===== config.mk =====
export PLATFORM = sky130hd
export DESIGN_NAME = armleocpu_mul_unit
export DESIGN_NICKNAME = d
export VERILOG_FILES = /design/src/rtl/armleocpu_mul_unit.sv
export SDC_FILE = /design/constraint.sdc
export NUM_CORES = 1
export LEC_CHECK = 0
export ABC_AREA = 1
export CAP_MARGIN = 0
export CORE_MARGIN = 3
export CORE_UTILIZATION = 49
export CTS_CLUSTER_DIAMETER = 60
export DETAILED_ROUTE_END_ITERATION = 7
export GPL_ROUTABILITY_DRIVEN = 0
export HOLD_SLACK_MARGIN = 0.08
export PLACE_DENSITY = 0.93
export SLEW_MARGIN = 40
export SYNTH_ARGS = -nofsm -noshare
export SYNTH_HDL_FRONTEND = slang
export SYNTH_SLANG_ARGS = --single-unit

===== constraint.sdc =====
create_clock -name clk -period 2.2 [get_ports clk]
set_input_delay 0.44 -clock clk [delete_from_list [all_inputs] [get_ports clk]]
set_output_delay 0.44 -clock clk [all_outputs]
set_load 0.03 [all_outputs]

===== src/rtl/armleocpu_mul_unit.sv =====
// armleocpu_mul_unit: RV32M multiply front/back end around an external
// 32x32=64 unsigned shift-add multiplier.
// Operands are turned into magnitudes on accept, the multiplier is started
// with a single pulse, and the 64-bit product gets its sign back before the
// requested 32-bit half goes to execute.
// Optional build macro: ARMLEOCPU_MUL_ZERO_BYPASS_EN (a zero operand skips
// the multiplier and answers 0 one cycle after accept).
//
// state | meaning
// IDLE  | ready for a request
// ISSUE | start pulse on mul_valid
// WAIT  | waiting for the multiplier done pulse
// RESP  | resp_valid pulse to execute
module armleocpu_mul_unit (
    input  logic        clk,
    input  logic        rst_n,
    input  logic        req_valid,
    output logic        req_ready,
    input  logic [2:0]  req_funct3,
    input  logic [31:0] req_rs1,
    input  logic [31:0] req_rs2,
    output logic        resp_valid,
    output logic [31:0] resp_result,
    output logic        resp_illegal,
    output logic        mul_valid,
    output logic [31:0] mul_factor0,
    output logic [31:0] mul_factor1,
    input  logic        mul_ready,
    input  logic [63:0] mul_result
);

    typedef enum logic [1:0] {
        S_IDLE  = 2'd0,
        S_ISSUE = 2'd1,
        S_WAIT  = 2'd2,
        S_RESP  = 2'd3
    } state_t;

    state_t      state_q, state_d;
    logic        req_ready_q, req_ready_d;
    logic        resp_valid_q, resp_valid_d;
    logic [31:0] resp_result_q, resp_result_d;
    logic        resp_illegal_q, resp_illegal_d;
    logic        mul_valid_q, mul_valid_d;
    logic [31:0] factor0_q, factor0_d;
    logic [31:0] factor1_q, factor1_d;
    logic [1:0]  funct3_q, funct3_d;
    logic        neg_q, neg_d;

    logic        accept;
    logic        sign1;
    logic        sign2;
    logic [31:0] mag1;
    logic [31:0] mag2;
    logic        zero_bypass;
    logic [63:0] product;

    // operand signedness and magnitudes seen on the request bus
    assign accept = req_valid & req_ready_q;
    assign sign1  = ((req_funct3 == 3'b001) | (req_funct3 == 3'b010)) & req_rs1[31];
    assign sign2  = (req_funct3 == 3'b001) & req_rs2[31];
    assign mag1   = sign1 ? (~req_rs1 + 32'd1) : req_rs1;
    assign mag2   = sign2 ? (~req_rs2 + 32'd1) : req_rs2;
    assign product = neg_q ? (~mul_result + 64'd1) : mul_result;

`ifdef ARMLEOCPU_MUL_ZERO_BYPASS_EN
    assign zero_bypass = (mag1 == 32'd0) | (mag2 == 32'd0);
`else
    assign zero_bypass = 1'b0;
`endif

    // next-state and next-output computation
    always_comb begin
        state_d        = state_q;
        resp_valid_d   = 1'b0;
        mul_valid_d    = 1'b0;
        resp_result_d  = resp_result_q;
        resp_illegal_d = resp_illegal_q;
        factor0_d      = factor0_q;
        factor1_d      = factor1_q;
        funct3_d       = funct3_q;
        neg_d          = neg_q;
        case (state_q)
            S_IDLE: begin
                if (accept) begin
                    funct3_d = req_funct3[1:0];
                    if (req_funct3[2]) begin
                        // illegal: answer immediately, leave the multiplier alone
                        state_d        = S_RESP;
                        resp_valid_d   = 1'b1;
                        resp_illegal_d = 1'b1;
                        resp_result_d  = 32'd0;
                    end else begin
                        factor0_d      = mag1;
                        factor1_d      = mag2;
                        neg_d          = sign1 ^ sign2;
                        resp_illegal_d = 1'b0;
                        if (zero_bypass) begin
                            state_d       = S_RESP;
                            resp_valid_d  = 1'b1;
                            resp_result_d = 32'd0;
                        end else begin
                            state_d     = S_ISSUE;
                            mul_valid_d = 1'b1;
                        end
                    end
                end
            end
            S_ISSUE: begin
                state_d = S_WAIT;
            end
            S_WAIT: begin
                if (mul_ready) begin
                    state_d       = S_RESP;
                    resp_valid_d  = 1'b1;
                    resp_result_d = (funct3_q == 2'b00) ? product[31:0] : product[63:32];
                end
            end
            S_RESP: begin
                state_d = S_IDLE;
            end
            default: begin
                state_d = S_IDLE;
            end
        endcase
    end

    // ready is registered so it reads 0 during reset and comes back with IDLE
    always_comb begin
        req_ready_d = (state_d == S_IDLE);
    end

    // state and output registers, synchronous active-low reset
    always_ff @(posedge clk) begin
        if (!rst_n) begin
            state_q        <= S_IDLE;
            req_ready_q    <= 1'b0;
            resp_valid_q   <= 1'b0;
            resp_result_q  <= 32'd0;
            resp_illegal_q <= 1'b0;
            mul_valid_q    <= 1'b0;
            factor0_q      <= 32'd0;
            factor1_q      <= 32'd0;
            funct3_q       <= 2'd0;
            neg_q          <= 1'b0;
        end else begin
            state_q        <= state_d;
            req_ready_q    <= req_ready_d;
            resp_valid_q   <= resp_valid_d;
            resp_result_q  <= resp_result_d;
            resp_illegal_q <= resp_illegal_d;
            mul_valid_q    <= mul_valid_d;
            factor0_q      <= factor0_d;
            factor1_q      <= factor1_d;
            funct3_q       <= funct3_d;
            neg_q          <= neg_d;
        end
    end

    assign req_ready    = req_ready_q;
    assign resp_valid   = resp_valid_q;
    assign resp_result  = resp_result_q;
    assign resp_illegal = resp_illegal_q;
    assign mul_valid    = mul_valid_q;
    assign mul_factor0  = factor0_q;
    assign mul_factor1  = factor1_q;

endmodule

# == After elaboration in Yosys (flattened, before gate mapping) ==
# Index checks and enable logic that the tools add are counted.
# classes
eq_ne,8
n_mux,17
add_sub_neg,3
n_reduce_logical,8
n_bitwise,9
# op_table
op,count
32-bit 2-to-1 mux,6
"32-bit by 1-bit adder with 32-bit output, second input constant",2
"64-bit by 1-bit adder with 64-bit output, second input constant",1
64-bit 2-to-1 mux,1
32-bit inverter,2
64-bit inverter,1
32-bit one-hot mux with 2 select lines,1
2-bit one-hot mux with 4 select lines,1
2-bit logical NOT,3
2-bit 2-to-1 mux,3
"2-bit inequality test, second input constant",3
3-bit AND reduction,2
"2-bit equality test, second input constant",2
1-bit 2-to-1 mux,4
4-bit AND reduction,1
1-bit AND,3
"3-bit by 1-bit equality test with 1-bit output, second input constant",1
"3-bit by 2-bit equality test with 1-bit output, second input constant",1
"2-bit by 1-bit equality test with 1-bit output, second input constant",1
1-bit one-hot mux with 2 select lines,1
2-bit AND reduction,1
2-bit nonzero test,1
1-bit inverter,1
1-bit bitwise OR,1
1-bit bitwise XOR,1
# word_totals
input_bits,135
elab_cells,55
reg_bits,105

# == Longest topological paths before layout ==
# Gate-level depths: netlist (run 1).
# logic_depth
depth_word,6
mapped_depth,13

# == Worst setup path before layout (run 1) ==
# OpenSTA, ideal clock, no wires.
# synth_timing
kind,input to register
from,in req_rs1[0]
to,reg factor0_q[24] (netlist: mul_factor0[24])
arrival_ns,1.656
required_ns,2.087
setup_ns,0.113
path_stages,12
n_path_buf,0
path_slack_ns,0.431
path_cell_list,inv_1 ha_1 nand3_2 nor2_1 nand2_1 nor2_2 nand3_1 nand3b_4 nand2_1 nand2_1 nand3_1 nand2_1
# synth_via
elab_chain_cells,3
# synth_rtl
item,line,text
"start, declared",20,"input logic [31:0] req_rs1,"
32-bit inverter,62,assign mag1 = sign1 ? (~req_rs1 + 32'd1) : req_rs1;
32-bit by 1-bit adder with 32-bit output,62,
32-bit 2-to-1 mux,62,
"end signal, assigned",153,factor0_q <= factor0_d;
"end, declared",45,"logic [31:0] factor0_q, factor0_d;"
# Every way passes these cells.
# A chain may end at the register's enable or synchronous reset.

# == Worst setup path after layout (run 1) ==
# layout_timing
from,in req_rs1[1]
to,reg factor0_q[12] (netlist: mul_factor0[12])
# Same word-level chain as after synthesis.

==> results.toml, run 1 <==
[finish]
fin_nets = 1831
finalInstanceArea_mm2 = 0.0118
final_layout_size_suffix_gt1_share_pct = 13.5
layout_common_cells = "nand2_1, clkdlybuf4s50_1, nor2_1"
insertedDiodeCount = 0
syn_to_final_growth_pct = 47.5
final_common_cell = "nand2_1"

[setup_path]
arrival_ns = 2.36
r2r_cells = 10
reg2reg_slack_ns = 0.24
r2r-end = "mul_factor1[20]"
crit_path_end_kind = "flop"
worstReg2RegStart = "state_q[0]"
path_max_fanout = 3
required_ns = 2.45
crit_type = "input port to flop"
cp-endpoint = "mul_factor0[12]"
crit_start = "req_rs1[1]"
worst_setup_path_start_kind = "input port"

[placement]
dp_slack_ns = -0.267
dp_hpwl_um = 25600
place_area_mm2 = 0.0115
numPortBuffers = 234

[global_route]
grtUsageMet1_pct = 40.1
grt_pass1_vias = 10800
grt_max_degree = 82
met2_usage_pct = 59.9
antenna_found_initial = 0
grt_use_met3_pct = 11.7
grt_usage_pct = 36.2
busiest_layer = "met2"
overflow = 0
grt_pass1_wl_um = 52700

[cts]
cts-buffers-inserted = 9
cts_sinks = 105
clk_path_buf_depth = 2
insertion_delay_ns = 0.37
cts_root_buffer = "clkbuf_16"
htreeDepth = 3
clk_pin_slew_worst_paths_ns = 0.08
cts_tree = "yes"

[detailed_routing]
vias = 11100
drc = 0
first_pass_iters = 8
drtAntennaViolNets = 0
drt_iter0_markers = 1253
totalWireLength_um = 33300
avgViaCountPerCell = 5.80
routedWlPerCell_um = 17.4

[power_and_ir_drop]
irDropWorstVdd_mv = 0.395
power_uw = 6460
power_density_mw_per_mm2 = 547
p_leak_uw = 0.00498

[synth]
avgSynthCellArea_um2 = 5.87
async_flop_share_pct = 0
synth_top_family_by_area = "simple AND/OR/NAND/NOR gates"
synth_mux_area_share_pct = 0
synth.distinct_cells = 48
synth_fa_ha_area_share_pct = 0.781
syn_inst = 1364
yosys_warnings = 0
synth_xor_area_share_pct = 1.31
synth-simple-area-share_pct = 46.7
ys_seq_area_share_pct = 26.3
synth.largest_area_cell = "dfxtp_1"
synth_compound_area_share_pct = 15.3
synth_edf_count = 0
synth_area_leaders = "dfxtp_1, nand2_1, nand3_1"
syn_nets = 1504
synth_flop_cell = "dfxtp_1"
synth_top_area_share_pct = 26.3
ys_seq_elements = 105
syn-cell-area_mm2 = 0.00801

[sta]
tightest_slew_ns = 0.501
slew_headroom_pct = 66.6
fin_worst_skew_ns = 0.00627
setup_slack_ns = 0.0867
period_needed_ns = 2.11
min_period_over_period_pct = 96.1
setup_viol = 0
rsz0062_at_grt = "no"
hold_viol_final = 0
maxSlewViolCount = 0
fmax_ghz = 0.473

[floorplanning]
rows = 46
core_region_area_mm2 = 0.0159
start_util_pct = 50.2
fp.dieW_um = 134
dieArea_mm2 = 0.0179
die_h_um = 134
io_pins = 235

[min_path]
hp-class = "flop to flop"

[run]
drv_cap = 0

[run_status]
status = "finished clean"
-- per-stage QoR --
step	utilization [%]	instances	setup TNS, ns	hold slack (ns)
global route	74.1	1912	0	0.477
detailed placement	72.1	1896	-8.12	0.440
global placement	71.7	1894	-6.52	0.437
CTS	74.0	1912	0	0.455
floorplan	-	1364	0	0.445
finish	74.1	1912	0	0.454
-- worst min path at each step --
stage / end / from / slack (ns) / cells after the start
finish: mul_factor1[29] / mul_factor1[29] / 0.45 / 2
global route: resp_result[27] / resp_result[27] / 0.48 / 2
CTS: mul_factor1[29] / mul_factor1[29] / 0.45 / 2
detailed placement: mul_factor1[29] / mul_factor1[29] / 0.44 / 2
global placement: mul_factor1[13] / mul_factor1[13] / 0.44 / 2
floorplan: funct3_q[1] / funct3_q[1] / 0.45 / 2
-- Yosys cell counts, types with 8 or more instances --
cell,number
inv_1,132
nor2_1,177
dfxtp_1,105
nand4_1,26
nand2_1,393
inv_2,14
xor2_1,10
a32o_1,11
o21ai_0,78
nand3b_1,12
a21oi_1,74
clkbuf_1,23
nor2_4,11
nand2_2,14
nand3_1,139
nor3_1,18
nand3_2,10
o21ai_1,20
o21bai_1,8
buf_2,14
nor2_2,15
-- power by group --
group          switching, uW  internal, uW  total [uW]
combinational           1550          1050        2600
clock                    850           825        1670
sequential               107          2080        2190
-- cells by family after synthesis --
kind of cell | Yosys count
and+or+nand+nor | 833
adders and majority gates | 5
DFF | 105
AOI/OAI and AO/OA | 216
xor gates and xnor gates | 12
buffers and inverters | 193
-- metal layers --
layer,wire length [um],share of wire (%)
met5,0,0
met2,14900,45
met1,11400,34
met4,2530,7.6
met3,4460,13
-- registers in the layout, summed over array words and instances (netlist names) --
name and cells:
resp_result 32, resp_valid 1, mul_valid 1, state_q 2
mul_factor0 32, mul_factor1 32, funct3_q 2, resp_illegal 1
req_ready 1, neg_q 1
-- worst max-delay path, cell delays in order --
cell	delay, ns
clkdlybuf4s50_1	0.45
inv_2	0.07
ha_1	0.19
nand3_2	0.12
nor2_2	0.13
nand2_1	0.14
buf_4	0.17
o31ai_1	0.26
xor2_1	0.28
a21oi_1	0.10
-- layout make-up --
cell class	instances	area [um2]
tap	216	270
clock inverter	6	60.1
clock buffer	10	239
sequential	105	2100
fill	1153	4130
timing repair buffer	361	3410
multi-input combinational	1066	5170
inverter	148	558
-- what timing repair did --
action,CTS,global route
setup buffers,0,0
hold endpoints to repair,0,0
endpoints found under the setup margin,0,8
resized for setup,0,4
hold buffers,0,0
(Power assumes the default switching activity.)
==> inputs of run 2 (changes only) <==
--- a/config.mk
+++ b/config.mk
@@ -6,15 +6,14 @@
 export NUM_CORES = 1
 export LEC_CHECK = 0
 export ABC_AREA = 1
-export CAP_MARGIN = 0
 export CORE_MARGIN = 3
 export CORE_UTILIZATION = 49
+export CTS_BUF_LIST = sky130_fd_sc_hd__clkbuf_16
 export CTS_CLUSTER_DIAMETER = 60
 export DETAILED_ROUTE_END_ITERATION = 7
 export GPL_ROUTABILITY_DRIVEN = 0
 export HOLD_SLACK_MARGIN = 0.08
 export PLACE_DENSITY = 0.93
-export SLEW_MARGIN = 40
 export SYNTH_ARGS = -nofsm -noshare
 export SYNTH_HDL_FRONTEND = slang
 export SYNTH_SLANG_ARGS = --single-unit
==> run 2 against run 1 <==
Maximum frequency is 0.97% lower. First-iteration DRC count is 8.7% higher. Setup slack worse by 0.021 ns.
==> results.toml, run 2 (same netlist as run 1, synthesis figures left out) <==
[run_status]
status = "finished clean"

[placement]
numPortBuffers = 234
dp_hpwl_um = 25300
dp.cells = 1894
dp_slack_ns = -0.265

[power_and_ir_drop]
power_density_mw_per_mm2 = 542
irDropWorstVdd_mv = 0.393
p_leak_uw = 0.00496

[floorplanning]
fp.dieW_um = 134
die_h_um = 134
start_util_pct = 50.2
rows = 46
core_region_area_mm2 = 0.0159
dieArea_mm2 = 0.0179
io_pins = 235

[cts]
cts_root_buffer = "clkbuf_16"
cts_sinks = 105
htreeDepth = 3
cts_setup_buffers = 0
cts_tree = "yes"
insertion_delay_ns = 0.36
clk_pin_slew_worst_paths_ns = 0.08
clk_path_buf_depth = 2
cts-buffers-inserted = 9

[detailed_routing]
first_pass_iters = 7
drt_iter0_markers = 1362
avgViaCountPerCell = 5.81
vias = 11100
totalWireLength_um = 33600
routedWlPerCell_um = 17.6
drtAntennaViolNets = 0
drc = 0

[finish]
syn_to_final_growth_pct = 46.7
instances_no_fill = 1911
final_common_cell = "nand2_1"
nFillCells = 1157
layout_common_cells = "nand2_1, clkdlybuf4s50_1, nor2_1"
final_layout_size_suffix_gt1_share_pct = 13.5
multiInputGateArea_mm2 = 0.00518
final_util_pct = 73.7
fin_nets = 1830
seqCellArea_mm2 = 0.00210
insertedDiodeCount = 0

[sta]
fmax_ghz = 0.469
period_needed_ns = 2.13
whs_ns = 0.457
tightest_slew_ns = 1.20
setup_viol = 0
hold_viol_final = 0
fin_tns_setup_ns = 0
setup_slack_ns = 0.0660
fin_worst_skew_ns = 0.00980
maxSlewViolCount = 0
slew_headroom_pct = 20.0
min_period_over_period_pct = 97.0
rsz0062_at_grt = "yes"

[min_path]
min_from = "mul_factor1[29]"
hp-class = "flop to flop"

[global_route]
overflow = 0
grt_usage_pct = 35.8
grt_pass1_wl_um = 52000
antenna_found_initial = 0
grt_max_degree = 82
grt_pass1_vias = 10600

[setup_path]
required_ns = 2.44
arrival_ns = 2.37
path_max_fanout = 3
crit_path_end_kind = "flop"
crit_start = "req_rs1[1]"
crit_type = "input port to flop"
worst_setup_path_start_kind = "input port"
worstReg2RegStart = "state_q[0]"

[run]
drv_cap = 0
run 2: cell types whose count changed in the layout (fill, tap and decap cells not counted), sizes merged:
cell	delta
nor2	+1
inv	+2
clkbuf	-1
buf	-2
clkinvlp	-1
run 2: repair_timing:
| action | CTS | global route |
|---|---|---|
| hold buffers | 0 | 0 |
| endpoints found under the hold margin | 0 | 0 |
| endpoints found under the setup margin | 0 | 38 |
| resized for setup | 0 | 7 |
run 2: worst max-delay path, stage by stage:
cell and delay [ns]:
clkdlybuf4s50_1 0.44, inv_2 0.07, ha_1 0.19, nand3_2 0.13, nor2_2 0.15, nand2_1 0.14
buf_4 0.17, o31ai_1 0.26, xor2_1 0.28, a21oi_1 0.10
run 2: path summary, 6_finish.rpt:
kind / to / slack [ns] / depth (start not counted)
hold / removal: mul_factor1[29] / 0.46 / 2
setup reg to reg: mul_factor1[4] / 0.12 / 6
hold reg to reg: mul_factor1[29] / 0.46 / 2
setup / recovery: mul_factor0[12] / 0.07 / 10
run 2: area by class of cell:
class / instances / area share, %
inverter: 148 / 4.75
sequential: 105 / 17.9
multi-input combinational: 1067 / 44.1
timing repair buffer: 359 / 28.6
clock inverter: 7 / 0.447
tap: 216 / 2.30
clock buffer: 9 / 1.92
run 2: metal layers:
| metal | routed length [um] | share of wire, % | track usage (%) | vias up |
|---|---|---|---|---|
| met5 | 0 | 0 | 0 | - |
| li1 | - | - | - | 5111 |
| met2 | 15000 | 45 | 58.8 | 902 |
| met4 | 2390 | 7.1 | 22.7 | 0 |
| met3 | 4550 | 14 | 10.2 | 225 |
| met1 | 11600 | 35 | 41.1 | 4872 |
run 2: power by group:
part           switching (uW)  internal [uW]  total [uW]
Sequential                104           2080        2180
Combinational            1560           1030        2580
Clock                     822            781        1600
run 2: metrics by stage:
step	total power, uW	area (um2)
final	6370	11800
after global routing	6640	11800
after CTS	6300	11700
after detailed placement	4710	11400
after global placement	4650	11400
after floorplan	3560	8010
==> inputs of run 3 (changes only) <==
--- a/config.mk
+++ b/config.mk
@@ -13,7 +13,8 @@
 export DETAILED_ROUTE_END_ITERATION = 7
 export GPL_ROUTABILITY_DRIVEN = 0
 export HOLD_SLACK_MARGIN = 0.08
-export PLACE_DENSITY = 0.93
+export PLACE_DENSITY = 0.87
+export SKIP_LAST_GASP = 1
 export SYNTH_ARGS = -nofsm -noshare
 export SYNTH_HDL_FRONTEND = slang
 export SYNTH_SLANG_ARGS = --single-unit
==> run 3 against run 2 <==
The run now ends with design-rule violations left. Setup slack got worse by 0.038 ns. Hold slack better by 0.0043 ns. Flip-flop and latch count did not move. Routed wire length shrank 1.8%. Core utilization increased by 0.24 points. Largest cell class unchanged. Largest power group unchanged.
==> results.toml, run 3 (same netlist as run 1, synthesis figures left out) <==
[setup_path]
critPathBufInv = 2
slowest_stage = "clkdlybuf4s50_1"
path_max_fanout = 4
arrival_ns = 2.40
crit_path_end_kind = "flop"
required_ns = 2.43
critPathTopFamily = "simple AND/OR/NAND/NOR gates"
worstReg2RegStart = "state_q[0]"
crit_chain = "clkdlybuf4s50_1 > nor2_1 > nand2_1 > buf_4 > nor2_1 > nand2_1 > nand2_1 > nand2_2 > o21bai_1 > nand3_1 > nand2_1 > a21oi_2"
crit_type = "input port to flop"
r2r-end = "mul_factor0[14]"
critPathMostFrequentCell = "nand2_1"
reg2reg_slack_ns = 0.09
worst_setup_path_start_kind = "input port"
max_stage_delay_ns = 0.50
r2r_cells = 6

[cts]
cts_tree = "yes"
clk_path_buf_depth = 2
cts_root_buffer = "clkbuf_16"
clk_pin_slew_worst_paths_ns = 0.08
cts_sinks = 105
cts-buffers-inserted = 9
cts_setup_buffers = 0
htreeDepth = 3
insertion_delay_ns = 0.36

[finish]
final_util_pct = 73.9
insertedDiodeCount = 0
final_common_cell = "nand2_1"
finalInstanceArea_mm2 = 0.0118
syn_to_final_growth_pct = 47.2
fin_nets = 1842
nFillCells = 1240
layout_common_cells = "nand2_1, clkdlybuf4s50_1, nor2_1"
final_layout_size_suffix_gt1_share_pct = 14.1

[power_and_ir_drop]
irDropWorstVdd_mv = 0.423
p_int_uw = 3870
switchingPower_uw = 2460
p_leak_uw = 0.00499
clkPwrFrac_pct = 25.0
power_uw = 6330
power_density_mw_per_mm2 = 537
p_comb_share_pct = 40.5
seq_power_share_pct = 34.6
swShare_pct = 38.9

[sta]
period_needed_ns = 2.17
rsz0062_at_grt = "yes"
slew_headroom_pct = 17.4
setup_viol = 0
maxSlewViolCount = 0
tightest_slew_ns = 1.24
min_period_over_period_pct = 98.7
fmax_ghz = 0.460
hold_viol_final = 0
fin_worst_skew_ns = 0.00624
whs_ns = 0.462

[floorplanning]
fp.dieW_um = 134
dieArea_mm2 = 0.0179
io_pins = 235
die_h_um = 134
start_util_pct = 50.2
core_region_area_mm2 = 0.0159
rows = 46

[global_route]
grt_max_degree = 82
antenna_found_initial = 0
grt_pass1_wl_um = 50200
grt_pass1_vias = 10300
grt_usage_pct = 34.6
overflow = 0

[min_path]
whs_path_depth = 2
hp-class = "flop to flop"
min_to = "mul_factor1[30]"
min_from = "mul_factor1[30]"

[placement]
numPortBuffers = 234
dp_hpwl_um = 25300
place_area_mm2 = 0.0115

[detailed_routing]
routedWlPerCell_um = 17.2
totalWireLength_um = 33000
drtAntennaViolNets = 0
first_pass_iters = 8
drc = 19
avgViaCountPerCell = 5.71
vias = 11000
drt_iter0_markers = 1426

[run_status]
status = "finished with violations"
violations = "design-rule violations"

[run]
drv_cap = 0
[run 3: cell types whose count changed in the layout (fill, tap and decap cells not counted), sizes merged]
cell    delta
clkinv     +1
buf       +12
inv        -3
[run 3: repair_timing]
action | CTS | global route
hold buffers | 0 | 0
endpoints found under the setup margin | 0 | 22
gates resized for setup | 0 | 7
[run 3: worst max path at each step]
stage / depth (start not counted) / slack, ns / startpoint / to
after detailed placement: 11 / -0.28 / req_rs1[0] / mul_factor0[22]
after global routing: 7 / -0.001 / state_q[0] / mul_factor1[11]
after global placement: 12 / -0.21 / mul_result[0] / resp_result[14]
after CTS: 7 / 0.05 / state_q[0] / mul_factor1[31]
final: 12 / 0.03 / mul_result[33] / resp_result[14]
after floorplan: 12 / 0.43 / req_rs1[0] / mul_factor0[24]
[run 3: through the flow]
step / setup slack [ns] / std cells / TNS [ns]
3_5_place_dp: -0.283 / 1906 / -11.49
3_3_place_gp: -0.211 / 1906 / -5.44
6_report: 0.0283 / 1921 / 0
4_1_cts: 0.0490 / 1920 / 0
5_1_grt: -0.00117 / 1921 / -0.00117
2_1_floorplan: 0.431 / 1364 / 0
[run 3: cell type report]
type                       instances  area, um2  area share, %
clock buffer                       9        225           1.91
clock inverter                     5       45.0          0.382
inverter                         148        558           4.73
multi-input combinational       1067       5180           43.9
sequential                       105       2100           17.8
tap                              216        270           2.29
timing repair buffer             371       3410           28.9
[run 3: metal layers]
metal,up-vias,global-route usage (%),part of all wire (%)
li1,5127,-,-
met1,4885,40.3,37
met2,765,57.4,45
met3,194,7.46,11
met4,0,22.5,6.9
met5,-,0,0
[run 3: power groups by stage]
stage	clock network, uW	logic [uW]	registers (uW)
after floorplan	0	1050	2500
after global placement	0	2430	2220
after detailed placement	0	2480	2220
after CTS	1580	2510	2180
after global routing	1650	2740	2200
final	1580	2560	2190
[run 3: tightest hold or removal path: cells and delay by family (launching register included)]
kind,cells,cell delay (ns)
flops,1,0.32
simple gates,2,0.11
